[config.mk]
export PLATFORM = sky130hd
export DESIGN_NAME = prog_feeder
export DESIGN_NICKNAME = d
export VERILOG_FILES = /design/src/rtl/prog_feeder.sv
export SDC_FILE = /design/constraint.sdc
export NUM_CORES = 1
export LEC_CHECK = 0
export CAP_MARGIN = 15
export CORE_ASPECT_RATIO = 2
export CORE_MARGIN = 4
export CORE_UTILIZATION = 35
export DETAILED_ROUTE_END_ITERATION = 8
export DONT_BUFFER_PORTS = 1
export HOLD_SLACK_MARGIN = 0.05
export PLACE_DENSITY_LB_ADDON = 0.25
export SLEW_MARGIN = 20
export SYNTH_ARGS = -nofsm -noshare
export SYNTH_HDL_FRONTEND = slang
export SYNTH_SLANG_ARGS = --single-unit
[constraint.sdc]
create_clock -name clk -period 3.1 [get_ports clk]
set_clock_uncertainty 0.2 [all_clocks]
set_input_delay 0.465 -clock clk [delete_from_list [all_inputs] [get_ports clk]]
set_output_delay 0.465 -clock clk [all_outputs]
set_load 0.02 [all_outputs]
[src/rtl/prog_feeder.sv]
// prog_feeder: loads a small program memory, then feeds it word-by-word to a CPU DIN port.
// Optional WAIT timeout / ERR trap enabled by defining FEEDER_TIMEOUT_EN.
module prog_feeder #(
  parameter int         W      = 6,
  parameter int         DEPTH  = 16,
  parameter logic [1:0] MVI_OP = 2'b01,
  localparam int        AW     = $clog2(DEPTH)
) (
  input  logic          clk,
  input  logic          reset,
  input  logic          wr_en,
  input  logic [AW-1:0] wr_addr,
  input  logic [W-1:0]  wr_data,
  input  logic [AW:0]   prog_len,
  input  logic          start,
  input  logic          done,
  output logic [W-1:0]  din,
  output logic          run,
  output logic          busy,
  output logic [AW-1:0] pc,
  output logic          finished,
  output logic          error
);

  typedef enum logic [2:0] {
    S_IDLE,
    S_ISSUE,
    S_WAIT,
    S_END,
    S_ERR
  } state_t;

  logic [W-1:0] r_mem [DEPTH];

  state_t      r_state;
  state_t      w_state_nxt;
  // one extra bit so a full-depth program ends without wrapping
  logic [AW:0] r_pc;
  logic [AW:0] w_pc_nxt;
  logic [AW:0] r_len;
  logic [AW:0] w_len_nxt;
  logic [1:0]  r_op;
  logic [1:0]  w_op_nxt;
  logic [W-1:0] w_rd;
  logic         w_is_mvi;
  logic [AW:0]  w_pc_step;

`ifdef FEEDER_TIMEOUT_EN
  logic [3:0] r_cnt;
  logic [3:0] w_cnt_nxt;
  logic       r_err;
  logic       w_err_nxt;
`endif

  assign w_rd      = r_mem[r_pc[AW-1:0]];
  assign w_is_mvi  = (r_op == MVI_OP);
  assign w_pc_step = r_pc + {{AW{1'b0}}, w_is_mvi};

  assign din      = w_rd;
  assign pc       = r_pc[AW-1:0];
  assign run      = (r_state == S_ISSUE);
  assign busy     = (r_state != S_IDLE);
  assign finished = (r_state == S_END);

`ifdef FEEDER_TIMEOUT_EN
  assign error = r_err;
`else
  assign error = 1'b0;
`endif

  // program memory: loadable only while idle, never cleared by reset
  always_ff @(posedge clk) begin
    if (wr_en && (r_state == S_IDLE)) begin
      r_mem[wr_addr] <= wr_data;
    end
  end

  // next-state and datapath updates for the sequencer
  always_comb begin
    w_state_nxt = r_state;
    w_pc_nxt    = r_pc;
    w_len_nxt   = r_len;
    w_op_nxt    = r_op;
`ifdef FEEDER_TIMEOUT_EN
    w_cnt_nxt   = r_cnt;
    w_err_nxt   = r_err;
`endif
    unique case (r_state)
      S_IDLE: begin
        if (start) begin
          w_len_nxt   = prog_len;
          w_pc_nxt    = '0;
          w_state_nxt = (prog_len == '0) ? S_END : S_ISSUE;
        end
      end
      S_ISSUE: begin
        w_op_nxt    = w_rd[W-1 -: 2];
        w_pc_nxt    = r_pc + {{AW{1'b0}}, 1'b1};
        w_state_nxt = S_WAIT;
`ifdef FEEDER_TIMEOUT_EN
        w_cnt_nxt   = 4'd0;
`endif
      end
      S_WAIT: begin
        if (done) begin
          // skip over the immediate word of a move-immediate
          w_pc_nxt    = w_pc_step;
          w_state_nxt = (w_pc_step >= r_len) ? S_END : S_ISSUE;
        end
`ifdef FEEDER_TIMEOUT_EN
        else begin
          w_cnt_nxt = r_cnt + 4'd1;
          if (r_cnt == 4'd14) begin
            w_err_nxt   = 1'b1;
            w_state_nxt = S_ERR;
          end
        end
`endif
      end
      S_END: begin
        w_state_nxt = S_IDLE;
      end
      S_ERR: begin
        w_state_nxt = S_ERR;
      end
      default: begin
        w_state_nxt = S_IDLE;
      end
    endcase
  end

  // state registers with asynchronous reset
  always_ff @(posedge clk or posedge reset) begin
    if (reset) begin
      r_state <= S_IDLE;
      r_pc    <= '0;
      r_len   <= '0;
      r_op    <= '0;
`ifdef FEEDER_TIMEOUT_EN
      r_cnt   <= '0;
      r_err   <= 1'b0;
`endif
    end else begin
      r_state <= w_state_nxt;
      r_pc    <= w_pc_nxt;
      r_len   <= w_len_nxt;
      r_op    <= w_op_nxt;
`ifdef FEEDER_TIMEOUT_EN
      r_cnt   <= w_cnt_nxt;
      r_err   <= w_err_nxt;
`endif
    end
  end

endmodule

* Yosys cells after proc, flatten, opt, wreduce, memory -nomap -nowiden *
Memory sizes are Yosys's and may differ from the RTL's.
Index checks and enable logic that the tools add are counted.
Widths: inputs -> output; s select.

cells by class
  reductions and logical operators = 8
  eq/ne operators = 7
  add/sub/neg operators = 2
  multiplexer cells = 10
  magnitude comparators = 1

operators with widths
  kind                 count
  $pmux 5 s3           1
  $pmux 3 s4           1
  $mux 5               2
  $eq 3x2->1 const B   2
  $mux 3               2
  $reduce_bool 3->1    2
  $add 5x1->5          1
  $add 5x1->5 const B  1
  $ge 5x5->1           1
  $logic_not 5->1      1
  $mux 2               2
  $ne 2x2->1 const B   2
  $reduce_and 2->1     2
  $eq 3x1->1 const B   1
  $eq 3x3->1 const B   1
  $logic_not 3->1      1
  $reduce_and 3->1     1
  $eq 2x1->1 const B   1
  $mux 1               2
  $logic_and 1x1->1    1

word-level totals
  memories kept = 1
  bits in writable memories = 96
  bits in registers = 15

memories
  name   depth  width  read ports  clocked after memory_dff  wr ports  line  source
  r_mem  16     6      1           0                         1         33    logic [W-1:0] r_mem [DEPTH];

* Depth between registers and ports, before layout *
Gate-level depths: netlist (run 1).

  depth in word-level cells = 6
  depth in mapped cells = 9
  mapped depth without buffers = 9

* Worst setup path before layout (run 1) *
OpenSTA, ideal clock, no wires.

  path type = flip-flop to output port
  start point = register r_pc[0]
  end point = output port din[0]
  path buffers = 2
  path slack = 677 ps
  cell stages (with the launch flop) = 6
  required time = 2,435 ps
  arrival time = 1,758 ps
  cell sequence = dfrtp_1 > buf_2 > buf_2 > mux4_2 > a211oi_1 > a21oi_1

on the way
  longest elaborated chain between the ends = 1

RTL lines
  what                    line  source
  from (decl)             38    logic [AW:0] r_pc;
  from (signal assigned)  145   r_pc <= w_pc_nxt;
  $mem_v2 16x6            -
  to (decl)               17    output logic [W-1:0] din,

Every way passes these cells.

* Worst setup path in the final report (run 1) *
  start point = register r_pc[0]
  end point = output port din[1]

The elaborated chain is that of the path after synthesis.

==> flow_metrics.tcl, run 1 <==
set metrics [dict create \
    synth_edf_count 96 \
    grt_start_max_net_pins 29 \
    hpwl_um 7090 \
    rr_worst_depth 9 \
    syn2layout_area_growth_pct 14.2 \
    route.detailed.drc 0 \
    die_h_um 173 \
    p_leak_nw 1.88 \
    synthTopCellsByCount "96 x edfxtp_1, 21 x nor2_1, 20 x mux4_2" \
    yosysTopAreaCellShare 0.605 \
    synth_top_family_by_area "multiplexers" \
    insertion_delay_ps 350 \
    post_cts_buffers 0 \
    synthArstFlopShare 0.135 \
    antenna_found_initial 0 \
    r2r_start "r_op[1]" \
    cap_violations 0 \
    grt_overflow_total 0 \
    finalCritPeriodShare 0.904 \
    synth-compound-area-share 0.0522 \
    rrSetupSlack_ps 690 \
    startpoint_type "flop" \
    rsz0062_at_grt "no" \
    yosysSeqAreaShare 0.683 \
    fin_cells 471 \
    cp-end-kind "output port" \
    yosysUniqueCellTypes 49 \
    drt-pass1-iter-count 4 \
    final_core_util 0.405 \
    synthMuxAreaShare 0.142 \
    fp.dieArea_mm2 0.0157 \
    yosysWarnings 0 \
    synth_area_per_cell_um2 16.6 \
    crit_required_ps 2430 \
    cellPowerDensity_mw_per_mm2 835 \
    first_iter_violations 172 \
    fin_nets 339 \
    clk_pin_slew_ps 80 \
    wl_um 9870 \
    synth_top_area_cell "edfxtp_1" \
    portBuffers 0 \
    ir_drop_uv 279 \
    fmax_mhz 357 \
    clockRootBuffer "clkbuf_16" \
    cts_made_buffers 9 \
    grt_pass1_wl_um 15300 \
    syn_inst 287 \
    globalplace.congestion 0.787 \
    synth_seq_cells 111 \
    period_minus_slack_ps 2800 \
    crit_start "r_pc[0]" \
    synth_nets 315 \
    start_util 0.355 \
    placed_cells 443 \
    hold_class "in -> reg" \
    syn-cell-area_mm2 0.00477 \
    crit_end "din[1]" \
    slew_viol_final 0 \
    power.total_mw 4.55 \
    grt_pass1_vias 2640 \
    wl_per_cell_um 20.9 \
    routed_via_density 5.33 \
    cts_num_sinks 111 \
    pin_count 34 \
    status "completed" \
    final.setup.worst_slack_ps 297 \
    r2r-end "r_state[1]" \
    synthTopCellsByArea "edfxtp_1 60%, mux4_2 9.4%, dfrtp_1 7.9%" \
    synthXorXnorAreaFrac 0.00551 \
    grtUsageTotal 0.132 \
    synthSimpleGateAreaFrac 0.0640 \
    post-place-ws_ps 459 \
    path_max_fanout 26 \
    ctsHtreeMaxLevel 3 \
    synth_fa_ha_area_frac 0.0210 \
    tns_ps 0 \
    num_vias 2509 \
    cts_tree "done" \
    ant_nets 0 \
    slew_headroom 0.578 \
    cp.arrival_ps 2140 \
    worstMarginPinSlew_ps 633 \
    clock_path_buffers 2 \
    die_w_um 90.5 \
    rows 60 \
    hold_viol 0 \
    yosysMostFrequentCell "edfxtp_1" \
    path_class "reg -> out" \
    drive_gt1_frac 0.212 \
    finalSetupViolations 0 \
    synth-main-ff-cell "edfxtp_1" \
    diodes 0 \
    core_mm2 0.0134 \
]
-- area by class of cell --
| cell class | count | area (um2) |
|---|---|---|
| fill | 1204 | 7990 |
| sequential | 111 | 3260 |
| multi-input combinational | 147 | 1360 |
| timing repair buffer | 33 | 290 |
| clock buffer | 9 | 225 |
| tap | 155 | 194 |
| clock inverter | 7 | 81.3 |
| inverter | 9 | 33.8 |
-- sequential cells by signal, summed over array words and instances, names as in the netlist --
signal	flops
r_len	5
r_mem	96
r_op	2
r_pc	5
r_state	3
-- worst min-delay path by stage --
stage               start         end  slack, ps  cells after the start
floorplan           reset    r_len[0]        170                      1
global placement    reset     r_op[0]        260                      1
detailed placement  reset     r_op[0]        260                      1
CTS                 start  r_state[0]         60                      2
global route        start  r_state[0]         60                      2
finish              start  r_state[0]         70                      2
-- power breakdown --
group	switching, mW	total (mW)	leakage, nW	internal [mW]
combinational	0.840	1.52	0.674	0.685
clock	0.585	1.17	0.150	0.582
sequential	0.125	1.86	1.05	1.73
-- per-layer routing --
layer  up-vias  part of all wire  track usage
met5         -                 0            0
met4         0             0.024       0.0595
met3        16             0.036       0.0309
met2        62              0.57        0.240
met1      1268              0.37        0.142
li1       1163                 -            -
-- placed cells by master, fill, tap and decap left out, types with 5 or more instances in the layout --
| master | instances |
|---|---|
| inv_1 | 8 |
| dlygate4sd3_1 | 12 |
| nor2_1 | 21 |
| buf_4 | 20 |
| nor2b_1 | 6 |
| ha_1 | 8 |
| nor3_1 | 5 |
| o21ai_1 | 7 |
| mux4_2 | 20 |
| edfxtp_1 | 96 |
| clkbuf_16 | 9 |
| dfrtp_1 | 14 |
| a31oi_1 | 5 |
| a21oi_1 | 8 |
| nand2_1 | 14 |
| mux2i_1 | 6 |
-- timing repair --
item | in CTS | in global routing
gates resized for setup | 0 | 1
hold endpoints to repair | 116 | 0
endpoints found under the setup margin | 0 | 1
hold buffers | 12 | 0
-- cells by family (layout without fill, tap and decap cells) --
kind of cell,after synthesis,after routing
flip-flops,111,111
XOR/XNOR,3,3
AND/OR/NAND/NOR,62,62
multiplexers,35,35
AO/OA/AOI/OAI,38,38
other,1,1
buffers and inverters,29,58
adder cells (fa/ha/maj),8,8
-- critical path, stage by stage, from the launching register on --
cell and delay, ps:
dfrtp_1 400, buf_12 240, mux4_2 530, nor2b_1 150
a211oi_1 270, a21oi_1 180
-- metrics by stage --
step | hold slack [ps] | instance area (um2)
floorplan | 166 | 4770
global placement | 263 | 5020
detailed placement | 264 | 5020
CTS | 56.1 | 5450
global route | 64.2 | 5450
finish | 72.9 | 5450
No activity file was read; power rests on OpenSTA's default activity.
==> run 2: changes to the inputs <==
--- a/config.mk
+++ b/config.mk
@@ -12,7 +12,7 @@
 export DETAILED_ROUTE_END_ITERATION = 8
 export DONT_BUFFER_PORTS = 1
 export HOLD_SLACK_MARGIN = 0.05
-export PLACE_DENSITY_LB_ADDON = 0.25
+export PLACE_DENSITY = 0.53
 export SLEW_MARGIN = 20
 export SYNTH_ARGS = -nofsm -noshare
 export SYNTH_HDL_FRONTEND = slang
==> flow_metrics.tcl, run 2 (synthesis results as in run 1) <==
set metrics [dict create \
    clockRootBuffer "clkbuf_16" \
    slew_viol_final 0 \
    insertion_delay_ps 350 \
    num_vias 2504 \
    cellPowerDensity_mw_per_mm2 849 \
    hold_viol 0 \
    path_max_fanout 8 \
    ir_drop_uv 308 \
    grt_overflow_total 0 \
    r2r-end "r_op[0]" \
    route.detailed.drc 0 \
    die_w_um 90.5 \
    cts_num_sinks 111 \
    clk_pin_slew_ps 80 \
    cap_violations 0 \
    cp-end-kind "output port" \
    worstMarginPinSlew_ps 739 \
    final_core_util 0.410 \
    reg_top3 "r_mem (96), r_len (5), r_pc (5)" \
    diodes 0 \
    r2r_start "r_pc[1]" \
    syn2layout_area_growth_pct 15.6 \
    path_cells "buf_4 -> mux4_1 -> mux2_2 -> nand2_1 -> o21ai_2" \
    final_cell_mix "96 x edfxtp_1, 24 x buf_4, 21 x nor2_1" \
    hpwl_um 7300 \
    final_common_cell "edfxtp_1" \
    finalSetupViolations 0 \
    ctsHtreeMaxLevel 3 \
    timing.hold.ws_ps 63.0 \
    largest_register "r_mem" \
    post_cts_buffers 0 \
    wl_per_cell_um 21.1 \
    period_minus_slack_ps 2960 \
    first_iter_violations 121 \
    rr_worst_depth 6 \
    path_class "reg -> out" \
    holdPathEnd "r_len[1]" \
    grt_pass1_vias 2712 \
    cts_tree "done" \
    pin_count 34 \
    globalplace.congestion 0.754 \
    finalCritPeriodShare 0.954 \
    largest_reg_flops 96 \
    cp.arrival_ps 2290 \
    fp.dieArea_mm2 0.0157 \
    fmax_mhz 338 \
    core_mm2 0.0134 \
    crit_required_ps 2430 \
    clock_path_buffers 2 \
    rows 60 \
    cp_slowest_cell "dfrtp_1" \
    slew_headroom 0.507 \
    p_leak_nw 1.91 \
    routed_via_density 5.27 \
    status "completed" \
    tns_ps 0 \
    grt_pass1_wl_um 15600 \
    cp_slowest_stage_delay_ps 680 \
    ant_nets 0 \
    drive_gt1_frac 0.222 \
    grtUsageTotal 0.136 \
    antenna_found_initial 0 \
    rrSetupSlack_ps 550 \
    startpoint_type "flop" \
    wl_um 10000 \
    grt_start_max_net_pins 29 \
    hold_class "in -> reg" \
    rsz0062_at_grt "no" \
    die_h_um 173 \
    fin_nets 343 \
    cts_made_buffers 9 \
    portBuffers 0 \
    hp-start "prog_len[1]" \
    whs_path_depth 2 \
    start_util 0.355 \
    drt-pass1-iter-count 4 \
]
[run 2: worst max-delay path by stage]
stage             from      to  slack (ps)  cells after the start
6_report       r_pc[1]  din[4]         140                      5
3_5_place_dp   r_pc[1]  din[5]         500                      5
3_3_place_gp   r_pc[1]  din[4]         530                      5
4_1_cts        r_pc[1]  din[5]         100                      5
5_1_grt        r_pc[1]  din[5]          20                      5
2_1_floorplan  r_pc[0]  din[0]         680                      5
[run 2: report_power, final]
part | internal [mW] | total, mW | switching [mW]
clock | 0.665 | 1.25 | 0.583
combinational | 0.718 | 1.56 | 0.842
sequential | 1.73 | 1.87 | 0.141
total | 3.11 | 4.68 | 1.57
[run 2: per-layer routing]
metal / track usage / up-vias / share of wire / wire length (um)
li1: - / 1163 / - / -
met1: 0.136 / 1264 / 0.34 / 3360
met2: 0.262 / 62 / 0.60 / 5980
met3: 0.0309 / 15 / 0.048 / 481
met4: 0.0556 / 0 / 0.021 / 206
met5: 0 / - / 0 / 0
[run 2: critical path: cells and delay by family (launching register included)]
kind / cells / cell delay (ps)
compound gates: 1 / 130
mux: 2 / 800
buf+inv: 1 / 240
flops: 1 / 680
simple gates: 1 / 90
[run 2: area by class of cell]
cell class / count / area (um2)
fill: 1199 / 7930
sequential: 111 / 3260
multi-input combinational: 147 / 1360
timing repair buffer: 37 / 330
clock buffer: 9 / 225
tap: 155 / 194
clock inverter: 7 / 105
inverter: 9 / 33.8
[run 2: what timing repair did]
item | CTS | global route
endpoints found under the hold margin | 115 | 0
hold buffers | 11 | 0
resized for setup | 0 | 0
setup endpoints to repair | 0 | 0
[run 2: through the flow]
stage | instances | worst slack, ps | instance area, um2 | power (mW)
2_1_floorplan | 287 | 677 | 4770 | 3.10
3_3_place_gp | 448 | 533 | 5070 | 3.48
3_5_place_dp | 448 | 495 | 5070 | 3.48
4_1_cts | 475 | 101 | 5510 | 4.76
5_1_grt | 475 | 21.7 | 5510 | 4.97
6_report | 475 | 144 | 5510 | 4.68
==> run 3: changes to the inputs <==
--- a/config.mk
+++ b/config.mk
@@ -13,6 +13,7 @@
 export DONT_BUFFER_PORTS = 1
 export HOLD_SLACK_MARGIN = 0.05
 export PLACE_DENSITY = 0.53
+export SETUP_SLACK_MARGIN = 0.5
 export SLEW_MARGIN = 20
 export SYNTH_ARGS = -nofsm -noshare
 export SYNTH_HDL_FRONTEND = slang
==> flow_metrics.tcl, run 3 (synthesis results as in run 1) <==
set metrics [dict create \
    status "completed" \
    route.detailed.drc 0 \
    cellPowerDensity_mw_per_mm2 874 \
    finalCritPeriodShare 0.862 \
    reg_top3 "r_mem (96), r_len (5), r_pc (5)" \
    slew_viol_final 0 \
    portBuffers 0 \
    hold_class "in -> reg" \
    final_cell_mix "96 x edfxtp_1, 29 x buf_4, 22 x mux4_2" \
    largest_register "r_mem" \
    grt_start_max_net_pins 29 \
    path_class "reg -> out" \
    die_h_um 173 \
    clockRootBuffer "clkbuf_16" \
    finalSetupViolations 0 \
    startpoint_type "flop" \
    routed_via_density 5.30 \
    fin_nets 350 \
    multi_input_area_mm2 0.00145 \
    clk_pin_slew_ps 80 \
    rsz0062_at_grt "yes" \
    cts_made_buffers 9 \
    wl_per_cell_um 21.2 \
    clock_path_buffers 2 \
    cp.arrival_ps 2010 \
    n_fill_cell 1193 \
    syn2layout_area_growth_pct 18.8 \
    cp-end-kind "output port" \
    die_w_um 90.5 \
    rows 60 \
    insertion_delay_ps 350 \
    drt-pass1-iter-count 4 \
    largest_reg_flops 96 \
    path_max_fanout 8 \
    p_leak_nw 1.97 \
    slew_headroom 0.589 \
    cts_num_sinks 111 \
    ctsHtreeMaxLevel 3 \
    cts_tree "done" \
    crit_required_ps 2430 \
    ir_drop_uv 307 \
    core_mm2 0.0134 \
    pin_count 34 \
    fp.dieArea_mm2 0.0157 \
    tns_ps 0 \
    fmax_mhz 374 \
    first_iter_violations 150 \
    grt_pass1_vias 2742 \
    diodes 0 \
    wl_um 10200 \
    grt_overflow_total 0 \
    globalplace.congestion 0.754 \
    cap_violations 0 \
    grt_pass1_wl_um 15800 \
    timing.hold.ws_ps 65.0 \
    rrSetupSlack_ps 630 \
    worstMarginPinSlew_ps 616 \
    final_common_cell "edfxtp_1" \
    period_minus_slack_ps 2670 \
    grtUsageTotal 0.137 \
    hold_viol 0 \
    num_vias 2556 \
    antenna_found_initial 0 \
    ant_nets 0 \
    drive_gt1_frac 0.291 \
    hpwl_um 7300 \
    start_util 0.355 \
    register_area_mm2 0.00326 \
]
run 3: changes by cell type in the layout (fill, tap and decap cells not counted), sizes merged:
cell,previous run,this run
buf,26,33
run 3: metal layers:
layer  wire length [um]  vias to the layer above  track usage
met5                  0                        -            0
met4                205                        0       0.0563
met3                420                       16       0.0305
met2               6060                       65        0.266
met1               3550                     1296        0.137
li1                   -                     1179            -
run 3: final timing paths:
check | startpoint | endpoint | cells after the start
setup / recovery | r_pc[1] | din[5] | 5
hold / removal | prog_len[1] | r_len[1] | 2
setup reg to reg | r_pc[0] | r_state[1] | 9
hold reg to reg | r_len[0] | r_len[0] | 1
max in group asynchronous | reset | r_pc[0] | 2
min in group asynchronous | reset | r_op[1] | 2
run 3: metrics by stage:
stage / power, mW / instance area, um2 / utilization / worst slack (ps) / cells
4_1_cts: 4.92 / 5610 / 0.417 / 409 / 480
2_1_floorplan: 3.10 / 4770 / - / 677 / 287
3_3_place_gp: 3.48 / 5070 / 0.377 / 533 / 448
5_1_grt: 5.23 / 5660 / 0.421 / 356 / 482
6_report: 4.95 / 5660 / 0.421 / 429 / 482
3_5_place_dp: 3.48 / 5070 / 0.377 / 495 / 448
run 3: layout make-up:
cell class	instances	area share
multi-input cells	147	0.257
clock inverters	7	0.0186
well taps	155	0.0342
flip-flops and latches	111	0.576
clock buffers	9	0.0398
repair buffers	44	0.0689
inverters	9	0.00597
run 3: what timing repair did:
item / CTS / global route
hold endpoints to repair: 115 / 0
endpoints found under the setup margin: 6 / 7
hold buffers: 11 / 0
buffers inserted: 5 / 2
pin swaps: 2 / 1
gates cloned: 0 / 0
resized for setup: 19 / 8
run 3: critical path, stage by stage (launching register included):
cell	delay, ps
dfrtp_2	560
buf_6	170
mux4_2	480
mux2_4	290
nand2_4	70
o21ai_4	80
run 3: where the power goes:
| group | internal (mW) | switching, mW | leakage [nW] |
|---|---|---|---|
| sequential | 1.73 | 0.133 | 1.05 |
| combinational | 0.865 | 0.971 | 0.756 |
| clock | 0.665 | 0.582 | 0.162 |
